$ cat src/rtl/fpga_boot_reset_sequencer.sv
// Boot/reset sequencer between the clock wizard, reset button, strap pins and the SoC.
// Holds the SoC in reset until lock plus a fixed hold time, freezes straps, captures the exit value.
module fpga_boot_reset_sequencer #(
    parameter int DEBOUNCE_CYCLES   = 16,
    parameter int RESET_HOLD_CYCLES = 64,
    parameter int BLINK_LEN         = 27
) (
    input  logic        clk_i,
    input  logic        rst_i,
    input  logic        clk_locked_i,
    input  logic        btn_rst_i,
    input  logic        boot_select_pad_i,
    input  logic        execute_from_flash_pad_i,
    input  logic        exit_valid_i,
    input  logic [31:0] exit_value_i,
    output logic        soc_rst_no,
    output logic        boot_select_o,
    output logic        execute_from_flash_o,
    output logic [31:0] exit_value_o,
    output logic        done_o,
    output logic        pass_o,
    output logic        status_led_o,
    output logic [1:0]  state_o
);

    localparam int DB_W   = (DEBOUNCE_CYCLES > 1) ? $clog2(DEBOUNCE_CYCLES) : 1;
    localparam int HOLD_W = (RESET_HOLD_CYCLES > 1) ? $clog2(RESET_HOLD_CYCLES) : 1;
    localparam logic [DB_W-1:0]   DB_LAST   = DB_W'(DEBOUNCE_CYCLES - 1);
    localparam logic [HOLD_W-1:0] HOLD_LAST = HOLD_W'(RESET_HOLD_CYCLES - 1);

    typedef enum logic [1:0] {
        S_WAIT_LOCK = 2'd0,
        S_HOLD      = 2'd1,
        S_RUN       = 2'd2,
        S_DONE      = 2'd3
    } state_e;

    logic [1:0] lock_sync_q, btn_sync_q, bs_sync_q, eff_sync_q;
    logic       lock_s, btn_s, bs_s, eff_s;

    always_ff @(posedge clk_i) begin
        if (rst_i) begin
            lock_sync_q <= '0;
            btn_sync_q  <= '0;
            bs_sync_q   <= '0;
            eff_sync_q  <= '0;
        end else begin
            lock_sync_q <= {lock_sync_q[0], clk_locked_i};
            btn_sync_q  <= {btn_sync_q[0], btn_rst_i};
            bs_sync_q   <= {bs_sync_q[0], boot_select_pad_i};
            eff_sync_q  <= {eff_sync_q[0], execute_from_flash_pad_i};
        end
    end

    assign lock_s = lock_sync_q[1];
    assign btn_s  = btn_sync_q[1];
    assign bs_s   = bs_sync_q[1];
    assign eff_s  = eff_sync_q[1];

    // Debouncer: the level flips only after DEBOUNCE_CYCLES consecutive mismatching samples.
    logic            btn_db_q, btn_db_d, btn_db_prev_q;
    logic [DB_W-1:0] db_cnt_q, db_cnt_d;
    logic            press;

    always_comb begin
        btn_db_d = btn_db_q;
        db_cnt_d = '0;
        if (btn_s != btn_db_q) begin
            if (db_cnt_q == DB_LAST) begin
                btn_db_d = ~btn_db_q;
            end else begin
                db_cnt_d = db_cnt_q + DB_W'(1);
            end
        end
    end

    always_ff @(posedge clk_i) begin
        if (rst_i) begin
            btn_db_q      <= 1'b0;
            btn_db_prev_q <= 1'b0;
            db_cnt_q      <= '0;
        end else begin
            btn_db_q      <= btn_db_d;
            btn_db_prev_q <= btn_db_q;
            db_cnt_q      <= db_cnt_d;
        end
    end

    assign press = btn_db_q & ~btn_db_prev_q;

    state_e              state_q, state_d;
    logic [HOLD_W-1:0]   hold_cnt_q, hold_cnt_d;
    logic                freeze, capture, clear;

    always_ff @(posedge clk_i) begin
        if (rst_i) begin
            state_q    <= S_WAIT_LOCK;
            hold_cnt_q <= '0;
        end else begin
            state_q    <= state_d;
            hold_cnt_q <= hold_cnt_d;
        end
    end

    // Lock loss beats a press, a press beats the normal transition.
    always_comb begin
        state_d    = state_q;
        hold_cnt_d = '0;
        freeze     = 1'b0;
        capture    = 1'b0;
        if (!lock_s) begin
            state_d = S_WAIT_LOCK;
        end else if (press) begin
            state_d = S_HOLD;
        end else begin
            unique case (state_q)
                S_WAIT_LOCK: state_d = S_HOLD;
                S_HOLD: begin
                    if (hold_cnt_q == HOLD_LAST) begin
                        state_d = S_RUN;
                        freeze  = 1'b1;
                    end else begin
                        hold_cnt_d = hold_cnt_q + HOLD_W'(1);
                    end
                end
                S_RUN: begin
                    if (exit_valid_i) begin
                        state_d = S_DONE;
                        capture = 1'b1;
                    end
                end
                S_DONE: state_d = S_DONE;
                default: state_d = S_WAIT_LOCK;
            endcase
        end
        clear = (state_d == S_WAIT_LOCK) || (state_d == S_HOLD);
    end

    logic [BLINK_LEN-1:0] led_cnt_q;
    logic                 led_d, led_q;

    always_comb begin
        soc_rst_no = (state_q == S_RUN) || (state_q == S_DONE);
        unique case (state_q)
            S_WAIT_LOCK: led_d = 1'b0;
            S_HOLD:      led_d = 1'b1;
            S_RUN:       led_d = led_cnt_q[BLINK_LEN-1];
            S_DONE:      led_d = pass_o ? 1'b1 : led_cnt_q[BLINK_LEN-3];
            default:     led_d = 1'b0;
        endcase
    end

    logic        bs_q, eff_q, done_q, pass_q;
    logic [31:0] exit_value_q;

    always_ff @(posedge clk_i) begin
        if (rst_i) begin
            led_cnt_q    <= '0;
            led_q        <= 1'b0;
            bs_q         <= 1'b0;
            eff_q        <= 1'b0;
            done_q       <= 1'b0;
            pass_q       <= 1'b0;
            exit_value_q <= '0;
        end else begin
            led_cnt_q <= led_cnt_q + BLINK_LEN'(1);
            led_q     <= led_d;
            if (freeze) begin
                bs_q  <= bs_s;
                eff_q <= eff_s;
            end
            if (clear) begin
                done_q       <= 1'b0;
                pass_q       <= 1'b0;
                exit_value_q <= '0;
            end else if (capture) begin
                done_q       <= 1'b1;
                pass_q       <= (exit_value_i == 32'd0);
                exit_value_q <= exit_value_i;
            end
        end
    end

    assign boot_select_o        = bs_q;
    assign execute_from_flash_o = eff_q;
    assign exit_value_o         = exit_value_q;
    assign done_o               = done_q;
    assign pass_o               = pass_q;
    assign status_led_o         = led_q;
    assign state_o              = state_q;

endmodule

$ cat config.mk
export PLATFORM = sky130hd
export DESIGN_NAME = fpga_boot_reset_sequencer
export DESIGN_NICKNAME = d
export VERILOG_FILES = /design/src/rtl/fpga_boot_reset_sequencer.sv
export SDC_FILE = /design/constraint.sdc
export NUM_CORES = 1
export LEC_CHECK = 0
export CORE_AREA = 2 2 83 85
export DETAILED_ROUTE_END_ITERATION = 10
export DIE_AREA = 0 0 85 87
export PLACE_DENSITY = 0.83
export SYNTH_ARGS = -nofsm -noshare
export SYNTH_HDL_FRONTEND = slang
export SYNTH_SLANG_ARGS = --single-unit
$ cat constraint.sdc
create_clock -name clk_i -period 5.1 [get_ports clk_i]
set_input_delay 1.02 -clock clk_i [delete_from_list [all_inputs] [get_ports clk_i]]
set_output_delay 1.02 -clock clk_i [all_outputs]
set_load 0.02 [all_outputs]
[Word-level counts from Yosys, hierarchy flattened]
Cells that the tools add are included.
Storage, ports and cells
  register bits: 86
  bits in latches: 0
  bits in writable memories: 0
  bits in read-only memories: 0
  word-level logic and storage cells: 56
  memories: 0
Cells by class
  add/sub/neg operators: 3
  $mul: 0
  divide/modulo/power cells: 0
  order comparisons: 0
  equal/unequal tests: 7
  shift operators: 0
  muxes and demuxes: 15
  bitwise operators: 6
  reductions and logical operators: 9
Operators by type and width (number)
  32-bit zero test: 1
  27-bit by 1-bit adder with 27-bit output, second input constant: 1
  1-bit two-way mux: 9
  2-bit two-way mux: 4
  2-bit one-hot mux with 4 select lines: 1
  6-bit by 1-bit adder with 6-bit output, second input constant: 1
  6-bit equality test, second input constant: 1
  1-bit NOT: 5
  5-bit OR reduction: 1
  4-bit by 1-bit adder with 4-bit output, second input constant: 1
  2-bit by 1-bit equality test with 1-bit output, second input constant: 2
  2-bit equality test, second input constant: 2
  4-bit equality test, second input constant: 1
  2-bit zero test: 2
  1-bit one-hot mux with 4 select lines: 1
  3-bit OR reduction: 1
  1-bit logical OR: 2
  2-bit AND reduction: 1
  2-bit OR reduction: 1
  1-bit bitwise AND: 1
  1-bit inequality test: 1

[Longest topological paths before layout]
Gate-level depths: netlist of run 1.
  word-level depth: 8
  gate-level depth with buffers: 6
  mapped depth without buffers: 5

[Worst setup path before layout of run 1]
OpenSTA, ideal clock, no wires.
  path type: reg2reg
  from: register led_cnt_q[11]
  to: register led_cnt_q[26]
  arrival time: 1.913 ns
  required time: 4.979 ns
  setup slack: 3.065 ns
  stages on the path, launching flop included: 5
  buffers on the path: 0
  clock period less this slack: 2.035 ns
  cell sequence: dfxtp_1 -> nand4_2 -> or4_4 -> or4_4 -> mux2_4
On the way
  longest elaborated chain between the ends: 1
RTL lines
  start: declaration: RTL line 139  | logic [BLINK_LEN-1:0] led_cnt_q;
  start signal: assignment: RTL line 166  | led_cnt_q <= led_cnt_q + BLINK_LEN'(1);
  27-bit by 1-bit adder with 27-bit output: RTL line 166
Every way passes these cells.
A chain may end at the register's enable or synchronous reset.

[Worst setup path after layout of run 1]
  from: input rst_i
  to: register exit_value_q[12] (netlist: exit_value_o[12])
On the way
  longest elaborated chain between the ends: 1
RTL lines
  start: declaration: RTL line 9  | input logic rst_i,
  2-bit OR reduction (no line)
  end signal: assignment: RTL line 179  | exit_value_q <= exit_value_i;
  end: declaration: RTL line 154  | logic [31:0] exit_value_q;
Every way passes these cells.

==> run metrics, run 1 <==
Total GRT Usage=20.69%; commonest non-fill, non-tap cell in the layout=dfxtp_1; slowest CP cell=nand2_1; worst slew margin relative to its limit=25.19%; Worst Hold Margin=440.1 ps; grt total ovfl=0; predominant post-synthesis flop cell=dfxtp_1; Via density=5.389; fin crit share=54.20%; WS Path Type=in -> reg; Die X=85 um; highest-count cells in the layout ignoring fill and taps=86 x dfxtp_1, 78 x nand2_1, 78 x clkdlybuf4s50_1; # IOs=79; clk_skew=11.26 ps; Leakage=1.425 nW; Top Family by Delay on Critical Path=simple AND/OR/NAND/NOR gates; ys async rst share=0%; worst hold path type=reg -> reg; post-route ant nets=0; # nets final=509; initial antenna violation count=0; I/O Buffers=78; CP max FO=48; worst skew pair latency=360 ps; CTS max path bufs=2; Setup TNS=0 ps; largest net degree at the start of global routing=49; RePlAce Congestion=0.7656; Seq/Total Area, Yosys=51.06%; Final min period=2764 ps; Hold Fails Final Rpt=0; Sink Count=86; cts hold-fix bufs=0; post-layout util=67.01%; RSZ-0062 raised after global routing=false; Yosys Warn Count=0; Worst-path clk slew=100 ps; CTS tree=yes; Worst Tran Pin Value=1119 ps; CP arrival=2950 ps; Synth Area per Inst=8.580 um^2; critical path required time=5290 ps; root buf cell=clkbuf_8; #FFs+latches synth=86; DRT iter0 DRCs=109; final instance area=4402 um^2; syn_nets=435; maximum clock rate=361.8 MHz; Pwr Density=271.9 nW/um^2; DRT Pass-1 Iters=4; post-cts sizing count=0; Syn Inst Count=393; CP Launch Type=primary input; H-tree levels=3; drc violations=0; vias=2975; Critical Path Max Stage Delay=840 ps; Die Span Y=87 um; Final setup viols=0; fraction of layout cells with a size suffix above 1=5.297%; Netlist cell types=34; post-synthesis cell area=3372 um^2; cell row count=30; Initial Utilization=51.33%; hpwl dp=5363 um; Peak supply drop=192.4 uV; CP bufs+invs=2; worst-path cell chain=clkdlybuf4s50_1 -> buf_4 -> nor3_1 -> nand2_1 -> a21oi_1; TritonCTS Buffers=9; EDFF count, synth=0; Die Area=7395 um^2; Setup crit end kind=flip-flop; outcome=completed; n_diodes=0; Layout area overhead=30.54%; first-pass GRT wire length=12380 um; vias in the first global route=2771; setup bufs post-CTS=0; Area after DPL=4204 um^2; total chip power=1.197 mW; core area=6569 um^2; routed len/inst=13.67 um; MaxCap Viol Count=0; Routed WL=7545 um; Max Slew Vio Count=0
==> final timing paths <==
path / start / end / slack [ps] / depth (start not counted)
setup reg to reg: led_cnt_q[11] / led_cnt_q[26] / 2970 / 4
setup / recovery: rst_i / exit_value_o[12] / 2340 / 5
hold / removal: bs_sync_q[0] / bs_sync_q[1] / 440 / 1
hold reg to reg: bs_sync_q[0] / bs_sync_q[1] / 440 / 1
==> cells by family (layout without fill, tap and decap cells) <==
logic type | count (synthesis) | in the layout | synth area share [%]
xor+xnor | 19 | 19 | 4.935
fa+ha+maj | 3 | 3 | 1.113
flops | 86 | 86 | 51.06
compound gates | 59 | 59 | 9.499
simple gates | 198 | 198 | 29.17
buf+inv | 23 | 102 | 2.560
mux | 5 | 5 | 1.670
==> worst reg2reg max path: cells and delay by family (launching register included) <==
kind          cells  cell delay [ps]
mux               1              300
simple gates      3             1270
flops             1              450
==> sequential cells by signal, indices dropped and copies added, names as in the netlist, 2 cells and up <==
name,cells
db_cnt_q,4
btn_sync_q,2
state_o,2
bs_sync_q,2
eff_sync_q,2
led_cnt_q,27
lock_sync_q,2
exit_value_o,32
hold_cnt_q,6
==> synth_stat cells, types with 6 or more instances <==
master / number / share of area, %
nand2b_1: 8 / 1.5
inv_1: 6 / 0.67
o21ai_0: 6 / 0.89
a21oi_1: 44 / 6.5
dfxtp_1: 86 / 51
xor2_1: 8 / 2.1
nor4_1: 13 / 2.4
nor3_1: 6 / 0.89
xnor2_1: 11 / 2.9
nand4_1: 8 / 1.5
nand2_1: 78 / 8.7
clkbuf_1: 17 / 1.9
nor2b_1: 14 / 2.6
or3_1: 7 / 1.3
nand3_1: 17 / 2.5
nor2_1: 30 / 3.3
==> through the flow <==
| stage | worst slack, ps | instances |
|---|---|---|
| finish | 2336 | 552 |
| global route | 2131 | 552 |
| CTS | 2340 | 552 |
| detailed placement | 1951 | 536 |
| global placement | 2004 | 536 |
| floorplan | 3065 | 393 |
==> where the power goes <==
part           total (mW)  internal, mW  switching, mW
clock network       0.465         0.194          0.271
logic              0.0515        0.0328         0.0187
registers           0.680         0.676        0.00377
==> metal layers <==
metal,track usage [%],part of all wire [%]
met1,23.84,42
met2,36.93,51
met3,3.886,3.9
met4,9.957,2.6
met5,0,0
==> final cells by class <==
class	instances	area [um^2]
clock buffer	9	123.9
clock inverter	7	73.82
fill	533	2167
inverter	6	22.52
multi-input combinational	284	1564
sequential	86	1722
tap	80	100.1
timing repair buffer	80	795.8
(Power assumes the default switching activity.)
==> run 2: changes to the inputs <==
--- a/config.mk
+++ b/config.mk
@@ -5,10 +5,10 @@
 export SDC_FILE = /design/constraint.sdc
 export NUM_CORES = 1
 export LEC_CHECK = 0
-export CORE_AREA = 2 2 83 85
+export CORE_AREA = 2 2 86 88
 export DETAILED_ROUTE_END_ITERATION = 10
-export DIE_AREA = 0 0 85 87
-export PLACE_DENSITY = 0.83
+export DIE_AREA = 0 0 88 90
+export PLACE_DENSITY = 0.78
 export SYNTH_ARGS = -nofsm -noshare
 export SYNTH_HDL_FRONTEND = slang
 export SYNTH_SLANG_ARGS = --single-unit
==> constraint.sdc (replaced) <==
create_clock -name clk_i -period 2.75 [get_ports clk_i]
set_input_delay 0.55 -clock clk_i [delete_from_list [all_inputs] [get_ports clk_i]]
set_output_delay 0.55 -clock clk_i [all_outputs]
set_load 0.02 [all_outputs]
==> run 2 against run 1 <==
Against the previous run: clock power rose by 110%; design area rose by 1.9%; wire length fell by 2.1%; first-iteration DRC count rose by 33%; final cell count rose by 4.2%; worst setup slack got worse by 1700 ps; non-clock buffer count rose by 4; worst hold slack improved by 4.6 ps; die area rose by 7.1%; sequential share of layout area fell by 0.73 points.
==> run metrics, run 2 (synthesis results as in run 1) <==
outcome=completed; final std cells w/o fill=575; Leakage=1.458 nW; Total GRT Usage=19.77%; sequential power share=53.6%; Comb pwr share=4.1%; TritonCTS Buffers=9; CP arrival=2380 ps; cts hold-fix bufs=0; max reg flops=32; sw frac=21.64%; Net Switching=0.5089 mW; Worst-path clk slew=90 ps; Layout area overhead=33.02%; RSZ-0062 raised after global routing=false; Worst Tran Pin Value=576.4 ps; core area=7020 um^2; Die X=88 um; highest-count cells in the layout ignoring fill and taps=86 x dfxtp_1, 78 x nand2_1, 78 x clkdlybuf4s50_1; Inst Count DP=559; Final min period=2139 ps; maximum clock rate=467.5 MHz; Area after DPL=4258 um^2; worst slack, placed=634.6 ps; largest net degree at the start of global routing=36; DRT Pass-1 Iters=4; Sink Count=86; Multi-input gate area=1564 um^2; hpwl dp=5375 um; PnR worst setup slack=611.0 ps; clk_skew=10.58 ps; worst hold path type=reg -> reg; Routed WL=7383 um; MaxCap Viol Count=0; Fillers=602; commonest non-fill, non-tap cell in the layout=dfxtp_1; Via density=5.064; root buf cell=clkbuf_8; CP max FO=6; Clock Power Share=42.3%; vias in the first global route=2737; CTS tree=yes; total chip power=2.352 mW; fin crit share=77.78%; Max Slew Vio Count=0; # IOs=79; fraction of layout cells with a size suffix above 1=6.092%; post-route ant nets=0; final instance area=4486 um^2; Peak supply drop=346.2 uV; Pwr Density=524.4 nW/um^2; H-tree levels=3; RePlAce Congestion=0.8705; setup bufs post-CTS=0; sequential cell area=1722 um^2; worst skew pair latency=340 ps; worst slew margin relative to its limit=61.22%; initial antenna violation count=0; Int Power=1.843 mW; grt total ovfl=0; # nets final=513; Final setup viols=0; I/O Buffers=78; routed len/inst=12.84 um; n_diodes=0; critical path required time=2990 ps; CTS max path bufs=2; cell row count=31; first-pass GRT wire length=12630 um; DRT iter0 DRCs=145; Die Span Y=90 um; Setup TNS=0 ps; post-cts sizing count=0; Die Area=7920 um^2; Initial Utilization=48.03%; drc violations=0; vias=2912; Hold Fails Final Rpt=0; CP Launch Type=flip-flop; Setup crit end kind=flip-flop; WS Path Type=reg -> reg
==> run 2: cell types whose count changed in the layout (fill, tap and decap cells not counted), sizes merged <==
cell / before / now
buf: 2 / 6
bufinv: 0 / 2
clkinv: 2 / 1
inv: 11 / 10
==> run 2: power by group through the flow <==
stage	logic [mW]	clock network (mW)	registers [mW]
floorplan	0.0247	0	1.29
global placement	0.0950	0	1.29
detailed placement	0.0958	0	1.29
CTS	0.0966	1.02	1.26
global route	0.106	1.08	1.26
finish	0.0959	0.995	1.26
==> run 2: area by class of cell <==
class                           instances  area share [%]
Inverter                                6          0.5021
Timing Repair Buffer                   84           18.41
Clock inverter                          7           2.315
Sequential cell                        86           38.38
Tap cell                               99           2.762
Clock buffer                            9           2.762
Multi-Input combinational cell        284           34.87
==> run 2: path summary, 6_finish.rpt <==
path | startpoint | endpoint | slack, ps | depth (start not counted)
min reg2reg | eff_sync_q[0] | eff_sync_q[1] | 440 | 1
min | eff_sync_q[0] | eff_sync_q[1] | 440 | 1
max reg2reg | led_cnt_q[11] | led_cnt_q[26] | 610 | 4
max | led_cnt_q[11] | led_cnt_q[26] | 610 | 4
==> run 2: per-stage QoR <==
stage	util [%]	hold WS [ps]
3_5_place_dp	60.65	426.4
2_1_floorplan	-	413.8
5_1_grt	63.89	463.4
6_report	63.89	444.7
4_1_cts	63.89	451.0
3_3_place_gp	60.65	416.6
==> run 2: critical path: stages, from the launching register on <==
cell and delay [ps]:
dfxtp_1 460, nand4_2 150, or4_4 590, or4_4 530
mux2_4 300
==> run 2: per-layer routing <==
layer,vias up,GRT usage [%],share of wire (%)
li1,1506,-,-
met4,0,7.692,2.2
met2,56,33.21,49
met5,-,0,0
met3,12,3.214,4.2
met1,1338,25.00,44
==> run 3: changes to the inputs <==
--- a/config.mk
+++ b/config.mk
@@ -5,10 +5,10 @@
 export SDC_FILE = /design/constraint.sdc
 export NUM_CORES = 1
 export LEC_CHECK = 0
-export CORE_AREA = 2 2 86 88
+export CORE_AREA = 2 2 90 92
 export DETAILED_ROUTE_END_ITERATION = 10
-export DIE_AREA = 0 0 88 90
-export PLACE_DENSITY = 0.78
+export DIE_AREA = 0 0 92 94
+export PLACE_DENSITY = 0.75
 export SYNTH_ARGS = -nofsm -noshare
 export SYNTH_HDL_FRONTEND = slang
 export SYNTH_SLANG_ARGS = --single-unit
==> constraint.sdc (replaced) <==
create_clock -name clk_i -period 1.75 [get_ports clk_i]
set_input_delay 0.35 -clock clk_i [delete_from_list [all_inputs] [get_ports clk_i]]
set_output_delay 0.35 -clock clk_i [all_outputs]
set_load 0.02 [all_outputs]
==> run 3 against run 2 <==
Against the previous run: the run now ends with setup timing left; worst hold slack got worse by 4.9 ps; design area increased by 8.5%; non-clock buffer count grew 35; register-to-register slack worse by 650 ps; global-route usage decreased by 0.97 points; clock power is 56% higher; wire length up 10%; critical path depth stayed put; flip-flop and latch count is the same; count of clock-buffer cells in the layout rose by 2; clock skew shrank 4.3 ps; maximum frequency increased by 19%.
==> run metrics, run 3 (synthesis results as in run 1) <==
outcome=finished with violations; failing checks=setup timing; Via density=5.073; worst slew margin relative to its limit=67.46%; Final min period=1793 ps; Max Slew Vio Count=0; Die Span Y=94 um; Worst Tran Pin Value=484.4 ps; Initial Utilization=44.33%; worst hold path type=reg -> reg; Peak supply drop=465.7 uV; CP arrival=2040 ps; final instance area=4867 um^2; cell row count=32; routed len/inst=13.29 um; Layout area overhead=44.34%; Pwr Density=761.0 nW/um^2; post-route ant nets=0; cts hold-fix bufs=0; Final setup viols=1; # IOs=79; grt total ovfl=0; initial antenna violation count=0; Leakage=1.709 nW; # nets final=548; CTS max path bufs=2; fin crit share=102.5%; vias=3110; n_diodes=0; root buf cell=clkbuf_8; largest net degree at the start of global routing=36; H-tree levels=3; Worst-path clk slew=80 ps; PnR worst setup slack=-42.98 ps; DRT Pass-1 Iters=4; max reg flops=32; maximum clock rate=557.7 MHz; Die X=92 um; commonest non-fill, non-tap cell in the layout=nand2_1; RSZ-0062 raised after global routing=true; critical path required time=2000 ps; CTS tree=yes; Setup crit end kind=flip-flop; Sink Count=86; first-pass GRT wire length=12930 um; Area after DPL=4576 um^2; vias in the first global route=2866; final std cells w/o fill=613; RePlAce Congestion=0.8168; hpwl dp=5877 um; CP Launch Type=flip-flop; highest-count cells in the layout ignoring fill and taps=78 x nand2_1, 73 x dfxtp_1, 73 x clkdlybuf4s50_1; Fillers=632; Inst Count DP=594; reg2reg path depth=4; drc violations=0; TritonCTS Buffers=9; Routed WL=8149 um; Hold Fails Final Rpt=0; hold path depth=1; MaxCap Viol Count=0; core area=7607 um^2; WS Path Type=reg -> reg; Total GRT Usage=18.80%; Die Area=8648 um^2; I/O Buffers=78; CP max FO=2; DRT iter0 DRCs=112; clk_skew=6.306 ps; worst skew pair latency=360 ps; fraction of layout cells with a size suffix above 1=17.22%
run 3: where the power goes:
group | switching (mW) | total, mW | internal, mW
logic | 0.0616 | 0.175 | 0.114
clock network | 0.700 | 1.55 | 0.846
registers | 0.0105 | 1.98 | 1.97
total | 0.773 | 3.70 | 2.93
run 3: area by class of cell:
class | count | area (um^2) | area share (%)
clock inverters | 5 | 82.58 | 1.697
multi-input cells | 284 | 1624 | 33.37
repair buffers | 119 | 1131 | 23.24
flip-flops and latches | 86 | 1738 | 35.71
well taps | 102 | 127.6 | 2.622
inverters | 6 | 22.52 | 0.4627
clock buffers | 11 | 141.4 | 2.905
run 3: timing repair:
| item | CTS | global route |
|---|---|---|
| resized for setup | 5 | 12 |
| endpoints found under the setup margin | 6 | 8 |
| setup buffers | 1 | 2 |
| pin swaps | 3 | 4 |
run 3: worst max-delay path, stage by stage (launching register included):
cell and delay (ps):
dfxtp_2 360, nand3_4 80, or4_4 520, or4_4 430, mux2_4 300
run 3: through the flow:
| stage | hold WS, ps | TNS [ps] | worst slack, ps | total power, mW | util (%) |
|---|---|---|---|---|---|
| 2_1_floorplan | 413.8 | -43.90 | -43.90 | 2.069 | - |
| 3_3_place_gp | 419.6 | -82.30 | -70.33 | 2.199 | 60.15 |
| 3_5_place_dp | 427.9 | -154.8 | -80.35 | 2.203 | 60.15 |
| 4_1_cts | 445.3 | -35.63 | -35.63 | 3.739 | 63.21 |
| 5_1_grt | 461.1 | -113.7 | -89.10 | 3.827 | 63.98 |
| 6_report | 439.8 | -42.98 | -42.98 | 3.704 | 63.98 |
run 3: worst paths after layout:
| kind | start | to | slack, ps |
|---|---|---|---|
| setup reg to reg | led_cnt_q[19] | led_cnt_q[26] | -40 |
| setup / recovery | led_cnt_q[19] | led_cnt_q[26] | -40 |
| hold reg to reg | btn_sync_q[0] | btn_sync_q[1] | 440 |
| hold / removal | btn_sync_q[0] | btn_sync_q[1] | 440 |
run 3: per-layer routing:
metal	part of all wire (%)	wire length (um)	GRT usage (%)	vias up
li1	-	-	-	1573
met1	42	3414	22.09	1466
met2	52	4246	32.41	56
met3	3.6	295	3.852	15
met4	2.4	193	9.826	0
met5	0	0	0	-
